$ cat config.mk
export PLATFORM = sky130hd
export DESIGN_NAME = menu_nav
export DESIGN_NICKNAME = d
export VERILOG_FILES = /design/src/rtl/menu_pkg.sv /design/src/rtl/btn_debounce.sv /design/src/rtl/menu_nav.sv
export SDC_FILE = /design/constraint.sdc
export NUM_CORES = 1
export LEC_CHECK = 0
export ABC_AREA = 1
export CELL_PAD_IN_SITES_DETAIL_PLACEMENT = 0
export CELL_PAD_IN_SITES_GLOBAL_PLACEMENT = 1
export CORE_MARGIN = 2
export CORE_UTILIZATION = 48
export CTS_BUF_LIST = sky130_fd_sc_hd__clkbuf_2
export CTS_CLUSTER_DIAMETER = 80
export DETAILED_ROUTE_END_ITERATION = 10
export DONT_BUFFER_PORTS = 1
export GPL_TIMING_DRIVEN = 0
export HOLD_SLACK_MARGIN = 0.05
export PLACE_DENSITY = 0.78
export SLEW_MARGIN = 15
export SYNTH_ARGS = -nofsm -noshare
export SYNTH_HDL_FRONTEND = slang
export SYNTH_SLANG_ARGS = --single-unit
$ cat constraint.sdc
create_clock -name clk -period 2 [get_ports clk]
set_clock_uncertainty 0.2 [all_clocks]
set_input_delay 0.2 -clock clk [delete_from_list [all_inputs] [get_ports clk]]
set_output_delay 0.2 -clock clk [all_outputs]
set_load 0.01 [all_outputs]
$ cat src/rtl/menu_pkg.sv
// Shared constants and helpers for the main-menu button front end.
package menu_pkg;

   localparam int unsigned NUM_BTNS  = 5;
   localparam int unsigned BTN_C     = 0;
   localparam int unsigned BTN_L     = 1;
   localparam int unsigned BTN_R     = 2;
   localparam int unsigned BTN_U     = 3;
   localparam int unsigned BTN_D     = 4;
   localparam int unsigned MAX_ITEMS = 4;
   localparam int unsigned ITEM_W    = 3;

   // Downstream menu state machine codes.
   typedef enum logic [2:0] {
      ST_MENU  = 3'd0,
      ST_RIGHT = 3'd5,
      ST_LEFT  = 3'd6
   } menu_state_e;

   typedef enum logic [2:0] {
      EV_NONE = 3'd0,
      EV_C    = 3'd1,
      EV_L    = 3'd2,
      EV_R    = 3'd3,
      EV_U    = 3'd4,
      EV_D    = 3'd5
   } btn_ev_e;

   // Fixed priority C > L > R > U > D; exactly one winner per cycle.
   function automatic btn_ev_e arbitrate(input logic [NUM_BTNS-1:0] ev);
      btn_ev_e win;
      win = EV_NONE;
      if (ev[BTN_C])      win = EV_C;
      else if (ev[BTN_L]) win = EV_L;
      else if (ev[BTN_R]) win = EV_R;
      else if (ev[BTN_U]) win = EV_U;
      else if (ev[BTN_D]) win = EV_D;
      return win;
   endfunction

   // Cursor step with wrap-around inside 1..num_items.
   function automatic logic [ITEM_W-1:0] step_item(input logic [ITEM_W-1:0] item,
                                                   input logic              up,
                                                   input logic [ITEM_W-1:0] num_items);
      logic [ITEM_W-1:0] nxt;
      if (up) nxt = (item <= ITEM_W'(1)) ? num_items : item - ITEM_W'(1);
      else    nxt = (item >= num_items) ? ITEM_W'(1) : item + ITEM_W'(1);
      return nxt;
   endfunction

endpackage

$ cat src/rtl/btn_debounce.sv
// One raw button: two-flop synchroniser, stability-count debouncer and
// registered press (debounced rising edge) strobe.
module btn_debounce #(
   parameter int unsigned DEBOUNCE_CYCLES = 250000
) (
   input  logic clk,
   input  logic rst,
   input  logic i_btn,
   output logic o_level,
   output logic o_press
);

   localparam int unsigned CNT_W = $clog2(DEBOUNCE_CYCLES + 1);

   logic             r_sync1;
   logic             r_sync2;
   logic [CNT_W-1:0] r_cnt;
   logic             r_level;
   logic             r_press;

   // Level flips on the edge closing the last of DEBOUNCE_CYCLES disagreeing samples.
   always_ff @(posedge clk) begin
      if (rst) begin
         r_sync1 <= 1'b0;
         r_sync2 <= 1'b0;
         r_cnt   <= '0;
         r_level <= 1'b0;
         r_press <= 1'b0;
      end else begin
         r_sync1 <= i_btn;
         r_sync2 <= r_sync1;
         r_press <= 1'b0;
         if (r_sync2 == r_level) begin
            r_cnt <= '0;
         end else if (r_cnt == CNT_W'(DEBOUNCE_CYCLES - 1)) begin
            r_cnt   <= '0;
            r_level <= r_sync2;
            r_press <= r_sync2;
         end else begin
            r_cnt <= r_cnt + CNT_W'(1);
         end
      end
   end

   assign o_level = r_level;
   assign o_press = r_press;

endmodule

$ cat src/rtl/menu_nav.sv
// Main-menu front end: debounced buttons, single-winner event arbitration,
// cursor over 1..NUM_ITEMS with wrap-around and hold-to-repeat.
module menu_nav
   import menu_pkg::*;
#(
   parameter int unsigned NUM_ITEMS       = 4,
   parameter int unsigned DEBOUNCE_CYCLES = 250000,
   parameter int unsigned REPEAT_CYCLES   = 30000000
) (
   input  logic       clk,
   input  logic       rst,
   input  logic       btnU,
   input  logic       btnD,
   input  logic       btnC,
   input  logic       btnL,
   input  logic       btnR,
   input  logic       active,
   output logic [2:0] menu_state,
   output logic       c_pulse,
   output logic       l_pulse,
   output logic       r_pulse,
   output logic       move_pulse
);

   localparam int unsigned       REP_W     = $clog2(REPEAT_CYCLES + 1);
   localparam logic [ITEM_W-1:0] LAST_ITEM = ITEM_W'(NUM_ITEMS);

   logic [NUM_BTNS-1:0] w_raw;
   logic [NUM_BTNS-1:0] w_level;
   logic [NUM_BTNS-1:0] w_press;
   logic [NUM_BTNS-1:0] w_ev;
   logic                w_unused_levels;
   logic                w_rep_run;
   btn_ev_e             w_win;

   logic [REP_W-1:0]    r_rep_cnt;
   logic                r_rep_u;
   logic                r_rep_d;
   logic [ITEM_W-1:0]   r_item;
   logic                r_moved;
   logic                r_c;
   logic                r_l;
   logic                r_r;
   logic                r_move;

   assign w_raw[BTN_C] = btnC;
   assign w_raw[BTN_L] = btnL;
   assign w_raw[BTN_R] = btnR;
   assign w_raw[BTN_U] = btnU;
   assign w_raw[BTN_D] = btnD;

   for (genvar gi = 0; gi < NUM_BTNS; gi++) begin : g_btn
      btn_debounce #(
         .DEBOUNCE_CYCLES(DEBOUNCE_CYCLES)
      ) u_debounce (
         .clk    (clk),
         .rst    (rst),
         .i_btn  (w_raw[gi]),
         .o_level(w_level[gi]),
         .o_press(w_press[gi])
      );
   end

   // Only the U/D levels feed the repeat logic.
   assign w_unused_levels = ^{w_level[BTN_C], w_level[BTN_L], w_level[BTN_R]};

   assign w_rep_run = active & (w_level[BTN_U] ^ w_level[BTN_D]);

   // Hold-to-repeat: a registered U/D event every REPEAT_CYCLES of a single held key.
   always_ff @(posedge clk) begin
      if (rst) begin
         r_rep_cnt <= '0;
         r_rep_u   <= 1'b0;
         r_rep_d   <= 1'b0;
      end else begin
         r_rep_u <= 1'b0;
         r_rep_d <= 1'b0;
         if (!w_rep_run) begin
            r_rep_cnt <= '0;
         end else if (r_rep_cnt == REP_W'(REPEAT_CYCLES - 1)) begin
            r_rep_cnt <= '0;
            r_rep_u   <= w_level[BTN_U];
            r_rep_d   <= w_level[BTN_D];
         end else begin
            r_rep_cnt <= r_rep_cnt + REP_W'(1);
         end
      end
   end

   // The cycle after a cursor step is reserved for move_pulse, so nothing else may win it.
   always_comb begin
      w_ev        = w_press;
      w_ev[BTN_U] = w_press[BTN_U] | r_rep_u;
      w_ev[BTN_D] = w_press[BTN_D] | r_rep_d;
      if (!active) begin
         w_ev[BTN_U] = 1'b0;
         w_ev[BTN_D] = 1'b0;
      end
      if (r_moved) w_ev = '0;
   end

   assign w_win = arbitrate(w_ev);

   always_ff @(posedge clk) begin
      if (rst) begin
         r_item  <= ITEM_W'(1);
         r_moved <= 1'b0;
         r_c     <= 1'b0;
         r_l     <= 1'b0;
         r_r     <= 1'b0;
         r_move  <= 1'b0;
      end else begin
         r_c     <= (w_win == EV_C);
         r_l     <= (w_win == EV_L);
         r_r     <= (w_win == EV_R);
         r_moved <= (w_win == EV_U) || (w_win == EV_D);
         r_move  <= r_moved;
         if (w_win == EV_U)      r_item <= step_item(r_item, 1'b1, LAST_ITEM);
         else if (w_win == EV_D) r_item <= step_item(r_item, 1'b0, LAST_ITEM);
      end
   end

   assign menu_state = r_item;
   assign c_pulse    = r_c;
   assign l_pulse    = r_l;
   assign r_pulse    = r_r;
   assign move_pulse = r_move;

endmodule

Word-level counts from Yosys, hierarchy flattened

Cells that the tools add are included.
W data, S select, Z words.

Logic and storage cells: 106
Register bits: 145
Input bits: 8
Output and inout port bits: 7

Reductions and logical operators: 19
$add $sub $neg: 8
Equality and inequality tests: 16
Order comparisons: 2
Bitwise gates (word level): 16
Multiplexer cells: 11

Operator list:

| kind                    | number |
|---|---|
| $add A18 B1 Y18 const B | 5 |
| $eq A18 B18 Y1 const B  | 5 |
| $reduce_or A3 Y1        | 12 |
| $mux W3                 | 9 |
| $add A25 B1 Y25 const B | 1 |
| $eq A25 B25 Y1 const B  | 1 |
| $not A1 Y1              | 12 |
| $reduce_and A2 Y1       | 5 |
| $eq A3 B2 Y1 const B    | 2 |
| $eq A3 B3 Y1 const B    | 2 |
| $eq A1 B1 Y1            | 5 |
| $mux W5                 | 1 |
| $add A3 B1 Y3 const B   | 1 |
| $eq A3 B1 Y1 const B    | 1 |
| $ge A3 B3 Y1 const B    | 1 |
| $le A3 B1 Y1 const B    | 1 |
| $sub A3 B1 Y3 const B   | 1 |
| $mux W2                 | 1 |
| $or A1 B1 Y1            | 2 |
| $reduce_bool A2 Y1      | 1 |
| $and A1 B1 Y1           | 1 |
| $logic_or A1 B1 Y1      | 1 |
| $xor A1 B1 Y1           | 1 |

Depth between registers and ports, before layout

Gate-level depths: netlist of the first run.

Depth after elaboration: 11
Gate-level depth with buffers: 9
Gate-level depth less buffers: 9

Modules after synthesis

From an unflattened synthesis of the first run, not the netlist that was laid out.

Cells, all modules: 1095
Area, all modules: 7345.8 µm²

Modules (own cells, without submodules):

| module       | cells an instance | area an instance (µm²) | seq. area each (µm²) | times used |
|---|---|---|---|---|
| btn_debounce | 163               | 1098.6                 | 440.4                | 5 |
| menu_nav     | 280               | 1853.0                 | 700.7                | 1 |

Least setup slack after synthesis of the first run

Ideal clock, no wire load.

Path type: register to register
Start point: register g_btn[2].u_debounce.r_cnt[0]
End point: register g_btn[2].u_debounce.r_cnt[10]
Setup slack: 0.349 ns
Buffers on the path: 1
Arrival: 1.336 ns
Period minus slack after synthesis: 1.651 ns
Required time: 1.685 ns
Cell stages (with the launch flop): 8
Setup time: 0.115 ns
Cell sequence: dfxtp_1 > ha_1 > nand3_1 > nor2_2 > nand3_2 > nand2_2 > buf_6 > nor2_2

Longest elaborated chain between the ends: 2

RTL lines:

| element                                                                 | RTL line           | source |
|---|---|---|
| start, declared                                                         | btn_debounce.sv:17 | `logic [CNT_W-1:0] r_cnt;` |
| start signal, assigned                                                  | btn_debounce.sv:40 | `r_cnt <= r_cnt + CNT_W'(1);` |
| parallel branches: the longest is 2 deep, another holds $add A18 B1 Y18 | -                  |  |

Parallel ways; which one is timed is not known.
A chain may end at the register's enable or synchronous reset.

Final worst setup path of the first run

Start point: register g_btn[4].u_debounce.r_cnt[0]
End point: register g_btn[4].u_debounce.r_cnt[14]

Longest elaborated chain between the ends: 2

RTL lines:

| element                                                                 | RTL line |
|---|---|
| start, declared                                                         | btn_debounce.sv:17 |
| start signal, assigned                                                  | btn_debounce.sv:40 |
| parallel branches: the longest is 2 deep, another holds $add A18 B1 Y18 | - |

Parallel ways; which one is timed is not known.

==> results by group, run 1 <==
Status
  • Outcome: complete, no violations

Hold path
  • Min-Delay Endpoint: g_btn[4].u_debounce.r_sync2
  • Hold Startpoint: g_btn[4].u_debounce.r_sync1
  • Hold path depth: 2
  • Hold Crit Class: reg2reg

Logic synthesis
  • Gate Count Post-Synth: 1,059
  • Ys Warns: 0
  • #FFs+latches synth: 145
  • Post-synth top flop: dfxtp_1
  • Main combinational cell family by area after synthesis: simple AND/OR/NAND/NOR gates
  • Area contributors post-synth: dfxtp_1, nand2_1, nor2_1
  • Post-Syn Area: 7270 µm²
  • Post-Synth XOR/XNOR Area: 0.0445
  • Ys async rst share: 0
  • Compound-Gate Fraction of Synth Area: 0.0705
  • Distinct cell type count after synthesis: 34
  • Mux cell area share after synthesis: 0
  • Top-area cell type share of the netlist area: 0.399
  • Net Count, Synth: 1,077
  • Avg Cell Area, Syn: 6.87 µm²
  • Post-Synth Adder-Cell Area: 0.0172
  • Post-synth EDFFs: 0
  • Post-synth top area cell: dfxtp_1
  • Synth Area in Simple Gates: 0.396
  • Sequential-to-total area share from yosys stat: 0.399

Timing
  • Worst slew margin: 0.654
  • RSZ-0062 raised after global routing: false
  • F_max: 0.537 GHz
  • Setup TNS: 0 ps
  • Fin. Hold Viols: 0
  • Crit share post-route: 0.931
  • Post-route minimum period: 1860 ps
  • Final WS setup: 138 ps
  • Hold slack: 213 ps
  • Worst-margin pin slew: 518 ps
  • Endpoints failing setup: 0
  • Fin. max-slew vios: 0

Clocking
  • Clock slew at reported path FFs: 200 ps
  • Clock Latency Late Sink: 700 ps
  • Num CTS Buffers: 17
  • CTS tree: built
  • Root buffer cell: clkbuf_2
  • Clock sinks: 145
  • Clock buffer depth: 2
  • Number of H-tree levels: 4

Placed design
  • IO buf count: 0
  • DP Cell Count: 1,243
  • DP Worst Slack: -30.6 ps
  • RD Place Congestion: 0.864
  • DP Area: 7500 µm²
  • DP HPWL: 11,300 µm

Critical path
  • Reg2reg start: g_btn[4].u_debounce.r_cnt[0]
  • FF-to-FF path depth: 7
  • Critical-path top delay cell: dfxtp_1
  • Crit path top cell by count: nand3_2
  • Cells along the critical path: ha_1 > nand3_2 > nor2_4 > nand3_2 > nand2_4 > buf_12 > a21oi_2
  • CP Class: reg2reg
  • Worst-path fanout max: 10
  • Startpoint types: flip-flop
  • CP delay by family, top: simple AND/OR/NAND/NOR gates
  • Reg-to-reg endpoint: g_btn[4].u_debounce.r_cnt[14]
  • Worst reg2reg setup slack: 140 ps
  • Critical path capture point type: flip-flop
  • Crit path DAT: 2260 ps
  • Crit path buf inv count: 1
  • Critical path's largest stage delay: 490 ps
  • WP data required: 2400 ps

Final layout
  • Final core utilization: 0.546
  • Post-route insts no fill: 1,295
  • Commonest non-fill, non-tap cells in the layout: nand2_1, nor2_1, dfxtp_1
  • Synth-to-Final Area Change: 9.98%
  • Final instance area: 8000 µm²
  • Final #Nets: 1,115
  • Commonest non-fill, non-tap cell in the layout: nand2_1
  • Share of post-route cells with drive strength above 1: 0.109

Pwr
  • Clk network pwr share: 0.381
  • Final total power: 4.87 mW
  • Internal power: 3.76 mW
  • PwrDens: 608 nW/µm²
  • P_leak: 2.46 nW
  • Combinational share of power: 0.020
  • Flop pwr share: 0.599
  • Sw power: 1.11 mW
  • Sw frac: 0.228
  • Max IR drop VDD: 0.438 mV

Global route
  • First-pass GRT wire length: 26,900 µm
  • Initial antenna violation count: 1
  • Largest net degree at the start of global routing: 17
  • Total track usage: 0.201
  • Vias in the first global route: 5,889
  • GRT Residual Overflow: 0

Floorplan
  • I/O pins: 15
  • Core area: 14,600 µm²
  • Initial core utilization: 0.497
  • Die footprint: 16,200 µm²
  • Row count: 44
  • Die height: 127 µm
  • Die width: 127 µm

Drt
  • DR vias: 6,266
  • Routed wire length: 15,400 µm
  • Final ANT Viol Nets: 0
  • DR WL/cell: 11.9 µm
  • DR DRC count: 0
  • TritonRoute pass-1 iters: 5
  • Drt via density: 4.84
  • Iter 0 DRT Violations: 316

Run
  • Max Cap Viol: 0
power by group through the flow:
stage / combinational [mW] / sequential, mW / clock, mW
global placement: 0.0705 / 2.97 / 0
CTS: 0.0965 / 2.92 / 1.91
floorplan: 0.0524 / 2.97 / 0
finish: 0.0963 / 2.92 / 1.86
global route: 0.109 / 2.92 / 2.02
detailed placement: 0.0703 / 2.97 / 0
how the worst max path moves through the flow:
stage	start	to	slack (ps)	depth (start not counted)
3_3_place_gp	g_btn[0].u_debounce.r_cnt[0]	g_btn[0].u_debounce.r_cnt[16]	-50	7
6_report	g_btn[4].u_debounce.r_cnt[0]	g_btn[4].u_debounce.r_cnt[14]	140	7
5_1_grt	g_btn[4].u_debounce.r_cnt[0]	g_btn[4].u_debounce.r_cnt[8]	3	7
2_1_floorplan	g_btn[2].u_debounce.r_cnt[0]	g_btn[2].u_debounce.r_cnt[10]	350	7
3_5_place_dp	g_btn[0].u_debounce.r_cnt[0]	g_btn[0].u_debounce.r_cnt[16]	-30	7
4_1_cts	g_btn[2].u_debounce.r_cnt[0]	g_btn[2].u_debounce.r_cnt[8]	30	7
worst min-delay path, stage by stage (launching register included):
cell and delay, ps:
dfxtp_1 340, inv_1 40, nor2_1 30
Yosys cell counts (7+ instances only):
master and count:
nor2_1 202, nor2_2 27, xnor2_1 18, ha_1 10
nand3_1 69, a21oi_2 10, nand2_2 7, o21ai_0 16
a21oi_1 60, nand4_1 25, inv_1 110, nand3b_1 8
dfxtp_1 145, nor3_1 9, or2_2 8, xor2_1 19
nand2_1 269
layer usage:
layer / wire (µm) / GRT usage / vias up
li1: - / - / 3424
met3: 393 / 0.0444 / 5
met5: 0 / 0 / -
met2: 6690 / 0.322 / 59
met4: 78 / 0.0407 / 0
met1: 8200 / 0.282 / 2778
registers in the layout (all words and copies together), names as in the netlist:
register and flops:
c_pulse 1, g_btn.u_debounce.o_level 5, g_btn.u_debounce.o_press 5, g_btn.u_debounce.r_cnt 90, g_btn.u_debounce.r_sync1 5, g_btn.u_debounce.r_sync2 5, l_pulse 1, menu_state 3
move_pulse 1, r_moved 1, r_pulse 1, r_rep_cnt 25, r_rep_d 1, r_rep_u 1
kinds of logic after synthesis:
kind of cell,Yosys count
AND/OR/NAND/NOR,652
flip-flops,145
buffers and inverters,125
AO/OA/AOI/OAI,90
XOR/XNOR,37
adder cells (fa/ha/maj),10
timing repair:
action                                 4_1_cts  5_1_grt
resized for setup                            2       11
setup endpoints to repair                   20       49
buffers inserted                             0        1
endpoints found under the hold margin      125        0
pin swaps                                    0        1
hold buffers                                18        0
layout make-up:
type | instances | area (µm²)
fillers | 1560 | 6640
multi-input cells | 789 | 3880
flip-flops and latches | 145 | 2910
inverters | 115 | 432
well taps | 184 | 230
repair buffers | 19 | 188
clock inverters | 13 | 168
plain buffers | 10 | 98.8
clock buffers | 19 | 95.1
diodes | 1 | 2.50
No activity file was read; power rests on OpenSTA's default activity.
==> inputs of run 2 (changes only) <==
- CORE_UTILIZATION: 48 -> 43
- PLACE_DENSITY: 0.78 -> 0.73
- clock period: 2 -> 1.7 ns (I/O delays scaled with it)
==> results by group, run 2 (synthesis results as in run 1) <==
Timing
  • Endpoints failing setup: 0 (unchanged)
  • F_max: 0.608 GHz
  • Setup TNS: 0 ps (unchanged)
  • Hold slack: 132 ps (-81.6 ps)
  • Post-route minimum period: 1650 ps
  • Crit share post-route: 0.968
  • Worst slew margin: 0.615 (-0.0396)
  • Final WS setup: 54.5 ps (-84.0 ps)
  • Fin. Hold Viols: 0 (unchanged)
  • Worst-margin pin slew: 578 ps (+59.4 ps)
  • Fin. max-slew vios: 0 (unchanged)

Placed design
  • DP HPWL: 11,600 µm (+2.1%)
  • RD Place Congestion: 0.809 (-6.3%)
  • IO buf count: 0 (unchanged)
  • DP Area: 7550 µm² (+0.60%)
  • DP Worst Slack: -324 ps (-294 ps)
  • DP Cell Count: 1,279 (+2.9%)

Clocking
  • Number of H-tree levels: 4 (unchanged)
  • CTS tree: built
  • Clock buffer depth: 2 (unchanged)
  • Clock slew at reported path FFs: 180 ps (-20 ps)
  • Clock sinks: 145 (unchanged)
  • Num CTS Buffers: 17 (unchanged)
  • Clock Latency Late Sink: 680 ps (-20 ps)
  • Root buffer cell: clkbuf_2

Critical path
  • Startpoint types: primary input
  • Worst-path fanout max: 10 (unchanged)
  • Reg-to-reg endpoint: g_btn[1].u_debounce.r_cnt[12]
  • Worst reg2reg setup slack: 100 ps (-40 ps)
  • CP Class: in2reg
  • Crit path DAT: 2000 ps (-260 ps)
  • WP data required: 2060 ps (-340 ps)
  • Reg2reg start: g_btn[1].u_debounce.r_cnt[0]
  • FF-to-FF path depth: 7 (unchanged)
  • Critical path capture point type: flip-flop

Pwr
  • Final total power: 5.44 mW (+12%)
  • P_leak: 2.61 nW (+6.0%)
  • Max IR drop VDD: 0.731 mV (+67%)
  • PwrDens: 643 nW/µm² (+5.7%)

Global route
  • Initial antenna violation count: 1 (unchanged)
  • GRT Residual Overflow: 0 (unchanged)
  • Vias in the first global route: 6,059 (+2.9%)
  • Total track usage: 0.191 (-0.00961)
  • First-pass GRT wire length: 28,200 µm (+4.7%)
  • Largest net degree at the start of global routing: 17 (unchanged)

Final layout
  • Commonest non-fill, non-tap cells in the layout: nand2_1, nor2_1, dfxtp_1
  • Commonest non-fill, non-tap cell in the layout: nand2_1
  • Final core utilization: 0.510 (-0.0360)
  • Final #Nets: 1,137 (+2.0%)
  • FILL cells: 1,764 (+13%)
  • Number of flip-flops in the largest register: 90 (unchanged)
  • Synth-to-Final Area Change: 16.3%
  • Largest register by flop count: g_btn.u_debounce.r_cnt
  • Final instance area: 8460 µm² (+5.8%)
  • Share of post-route cells with drive strength above 1: 0.172 (+0.0633)
  • Post-route insts no fill: 1,353 (+4.5%)
  • Top flop regs: g_btn.u_debounce.r_cnt (90), r_rep_cnt (25)

Floorplan
  • Row count: 47 (+6.8%)
  • Initial core utilization: 0.439 (-0.0581)
  • Die height: 134 µm (+5.5%)
  • Die footprint: 18,000 µm² (+11%)
  • Die width: 134 µm (+5.5%)
  • Core area: 16,600 µm² (+13%)
  • I/O pins: 15 (unchanged)

Drt
  • Routed wire length: 16,000 µm (+4.3%)
  • DR DRC count: 0 (unchanged)
  • TritonRoute pass-1 iters: 6 (+1)
  • Drt via density: 4.71 (-2.6%)
  • DR WL/cell: 11.8 µm (-0.21%)
  • Final ANT Viol Nets: 0 (unchanged)
  • DR vias: 6,377 (+1.8%)
  • Iter 0 DRT Violations: 266 (-16%)

Hold path
  • Hold path depth: 3 (+1)
  • Hold Crit Class: in2reg
  • Min-Delay Endpoint: r_moved
  • Hold Startpoint: rst

Status
  • Outcome: complete, no violations

Run
  • Max Cap Viol: 0 (unchanged)
## run 2: changes by cell type in the layout (fill, tap and decap cells not counted), moves of 5 or more
cell / delta
buf_4: +19
dfxtp_1: -29
dfxtp_2: +20
dfxtp_4: +9
ha_1: -5
nand3_4: +6
nor2_1: -12
nor2_2: +6
nor2_4: +6
## run 2: worst max path at each step
stage | depth (start not counted) | slack, ps | to | start
floorplan | 7 | 50 | g_btn[2].u_debounce.r_cnt[10] | g_btn[2].u_debounce.r_cnt[0]
global placement | 7 | -360 | g_btn[0].u_debounce.r_cnt[16] | g_btn[0].u_debounce.r_cnt[0]
detailed placement | 7 | -320 | g_btn[0].u_debounce.r_cnt[16] | g_btn[0].u_debounce.r_cnt[0]
CTS | 8 | 0.4 | r_rep_cnt[15] | r_rep_cnt[4]
global route | 9 | -30 | r_rep_cnt[11] | r_rep_cnt[17]
finish | 5 | 50 | g_btn[0].u_debounce.r_sync1 | rst
## run 2: per-layer routing
layer,wire [µm],track usage
met1,8400,0.269
met2,7170,0.307
met3,335,0.0397
met4,114,0.0386
met5,0,0
## run 2: critical path, stage by stage
cell and delay (ps):
dlygate4sd3_1 540, buf_6 150, clkbuf_1 470, nor2_1 100
dlygate4sd3_1 580
## run 2: power breakdown
part	switching, mW	internal [mW]
logic	0.0736	0.0674
clock network	1.22	0.668
registers	0.00859	3.40
total	1.30	4.14
## run 2: area by class of cell
class / instances / area [µm²] / share of cell area
clock buffers: 20 / 100 / 0.0118
inverters: 115 / 432 / 0.0510
repair buffers: 41 / 380 / 0.0450
clock inverters: 12 / 118 / 0.0139
diodes: 1 / 2.50 / 0.000296
well taps: 220 / 275 / 0.0325
flip-flops and latches: 145 / 2970 / 0.351
plain buffers: 10 / 131 / 0.0155
multi-input cells: 789 / 4050 / 0.479
## run 2: repair_timing
item                                    in CTS  in global routing
setup buffers                               14                  9
gates resized for setup                     34                 65
gates cloned                                 0                  1
endpoints found under the hold margin      144                  0
endpoints found under the setup margin     113                111
hold buffers                                17                  0
pin swaps                                    8                  5
==> inputs of run 3 (changes only) <==
- CELL_PAD_IN_SITES_DETAIL_PLACEMENT: 0 -> 2
- CELL_PAD_IN_SITES_GLOBAL_PLACEMENT: 1 -> 2
- CORE_UTILIZATION: 43 -> 34
- PLACE_DENSITY: 0.73 -> 0.74
==> results by group, run 3 (synthesis results as in run 1) <==
Status
  • Outcome: complete, no violations

Placed design
  • DP Cell Count: 1,334 (+4.3%)
  • RD Place Congestion: 0.777 (-4.1%)
  • DP HPWL: 15,300 µm (+32%)
  • DP Worst Slack: -477 ps (-152 ps)
  • IO buf count: 0 (unchanged)

Final layout
  • Commonest non-fill, non-tap cells in the layout: nand2_1, nor2_1, inv_1
  • Number of flip-flops in the largest register: 90 (unchanged)
  • Final core utilization: 0.421 (-0.0896)
  • Top flop regs: g_btn.u_debounce.r_cnt (90), r_rep_cnt (25)
  • Post-route insts no fill: 1,418 (+4.8%)
  • Share of post-route cells with drive strength above 1: 0.208 (+0.0353)
  • Largest register by flop count: g_btn.u_debounce.r_cnt
  • Final #Nets: 1,147 (+0.88%)
  • FILL cells: 2,500 (+42%)
  • Synth-to-Final Area Change: 21.6%
  • Commonest non-fill, non-tap cell in the layout: nand2_1

Clocking
  • Clock sinks: 145 (unchanged)
  • CTS tree: built
  • Clock buffer depth: 2 (unchanged)
  • Num CTS Buffers: 17 (unchanged)
  • Clock slew at reported path FFs: 260 ps (+80 ps)
  • Clock Latency Late Sink: 760 ps (+80 ps)
  • Root buffer cell: clkbuf_2
  • Number of H-tree levels: 4 (unchanged)

Timing
  • Final WS setup: 43.8 ps (-10.7 ps)
  • Endpoints failing setup: 0 (unchanged)
  • Worst-margin pin slew: 488 ps (-89.5 ps)
  • Post-route minimum period: 1660 ps (+10.7 ps)
  • Fin. Hold Viols: 0 (unchanged)
  • Hold slack: 180 ps (+48.2 ps)
  • Fin. max-slew vios: 0 (unchanged)
  • Worst slew margin: 0.675 (+0.0597)
  • Crit share post-route: 0.974 (+0.00629)
  • F_max: 0.604 GHz (-0.65%)
  • Setup TNS: 0 ps (unchanged)

Global route
  • Largest net degree at the start of global routing: 17 (unchanged)
  • Initial antenna violation count: 1 (unchanged)
  • GRT Residual Overflow: 0 (unchanged)
  • Vias in the first global route: 6,960 (+15%)
  • Total track usage: 0.194 (+0.00204)
  • First-pass GRT wire length: 34,800 µm (+23%)

Hold path
  • Hold path depth: 5 (+2)
  • Hold Startpoint: rst
  • Min-Delay Endpoint: g_btn[3].u_debounce.o_press
  • Hold Crit Class: in2reg

Floorplan
  • Initial core utilization: 0.346 (-0.0926)
  • Core area: 21,000 µm² (+27%)
  • Die footprint: 22,600 µm² (+26%)
  • Row count: 53 (+13%)
  • I/O pins: 15 (unchanged)
  • Die height: 150 µm (+12%)
  • Die width: 150 µm (+12%)

Critical path
  • Crit path DAT: 2120 ps (+120 ps)
  • Reg2reg start: g_btn[3].u_debounce.r_cnt[1]
  • Critical path capture point type: flip-flop
  • Startpoint types: flip-flop
  • Reg-to-reg endpoint: g_btn[3].u_debounce.r_cnt[16]
  • CP Class: reg2reg
  • WP data required: 2160 ps (+100 ps)
  • Worst reg2reg setup slack: 40 ps (-60 ps)
  • Worst-path fanout max: 4 (-6)
  • FF-to-FF path depth: 8 (+1)

Drt
  • DR WL/cell: 15.2 µm (+28%)
  • Final ANT Viol Nets: 0 (unchanged)
  • Routed wire length: 21,500 µm (+34%)
  • DR DRC count: 0 (unchanged)
  • TritonRoute pass-1 iters: 4 (-2)
  • DR vias: 6,814 (+6.9%)
  • Iter 0 DRT Violations: 192 (-28%)
  • Drt via density: 4.81 (+2.0%)

Pwr
  • Max IR drop VDD: 0.411 mV (-44%)
  • PwrDens: 719 nW/µm² (+12%)
  • P_leak: 2.75 nW (+5.3%)

Run
  • Max Cap Viol: 0 (unchanged)
## run 3: cell count changes in the layout (fill, tap and decap cells not counted), sizes merged
| cell | previous run | this run |
|---|---|---|
| buf | 31 | 38 |
| bufinv | 2 | 7 |
| clkinv | 7 | 4 |
| clkinvlp | 3 | 2 |
| dlygate4sd3 | 17 | 18 |
| inv | 115 | 116 |
## run 3: repair_timing
| item | CTS | global route |
|---|---|---|
| endpoints found under the setup margin | 127 | 112 |
| buffers inserted | 22 | 8 |
| gates resized for setup | 54 | 79 |
| endpoints found under the hold margin | 145 | 0 |
| hold buffers | 18 | 0 |
| gates cloned | 0 | 3 |
| pin swaps | 8 | 19 |
## run 3: layer usage
| layer | wire, µm | track usage | vias up |
|---|---|---|---|
| li1 | - | - | 3481 |
| met1 | 10500 | 0.255 | 3290 |
| met2 | 10600 | 0.332 | 32 |
| met3 | 295 | 0.0345 | 11 |
| met4 | 147 | 0.0396 | 0 |
| met5 | 0 | 0 | - |
## run 3: how the worst max path moves through the flow
stage / from / end / slack [ps] / depth (start not counted)
after floorplan: g_btn[2].u_debounce.r_cnt[0] / g_btn[2].u_debounce.r_cnt[10] / 50 / 7
after global placement: g_btn[0].u_debounce.r_cnt[0] / g_btn[0].u_debounce.r_cnt[16] / -460 / 7
after detailed placement: g_btn[0].u_debounce.r_cnt[0] / g_btn[0].u_debounce.r_cnt[1] / -480 / 7
after CTS: g_btn[0].u_debounce.r_cnt[1] / g_btn[0].u_debounce.r_cnt[17] / 6 / 7
after global routing: g_btn[3].u_debounce.r_cnt[0] / g_btn[3].u_debounce.r_cnt[11] / -70 / 6
final: g_btn[3].u_debounce.r_cnt[1] / g_btn[3].u_debounce.r_cnt[16] / 40 / 8
## run 3: power by group
group          switching, mW  internal [mW]  leakage [nW]
logic                 0.0796         0.0696          1.36
registers            0.00914           3.41          1.20
clock network           1.38           1.41         0.192
total                   1.47           4.89          2.75
## run 3: final cells by class
class | instances | area, µm² | share of cell area
plain buffers | 10 | 131 | 0.0149
flip-flops and latches | 145 | 2980 | 0.337
clock buffers | 18 | 90.1 | 0.0102
multi-input cells | 789 | 4100 | 0.464
diodes | 1 | 2.50 | 0.000283
clock inverters | 14 | 260 | 0.0294
well taps | 275 | 344 | 0.0389
repair buffers | 51 | 497 | 0.0562
inverters | 115 | 432 | 0.0488
## run 3: through the flow
stage / cell area [µm²] / power (mW)
4_1_cts: 8500 / 6.46
3_3_place_gp: 7620 / 3.59
3_5_place_dp: 7620 / 3.59
2_1_floorplan: 7270 / 3.56
6_report: 8840 / 6.36
5_1_grt: 8840 / 6.63
## run 3: worst max-delay path: stages (launching register included)
cell	delay (ps)
dfxtp_2	420
ha_4	150
nand2_4	60
nor2_4	110
buf_4	150
nand2_1	120
nor2_2	150
xnor2_1	150
nor2_2	40
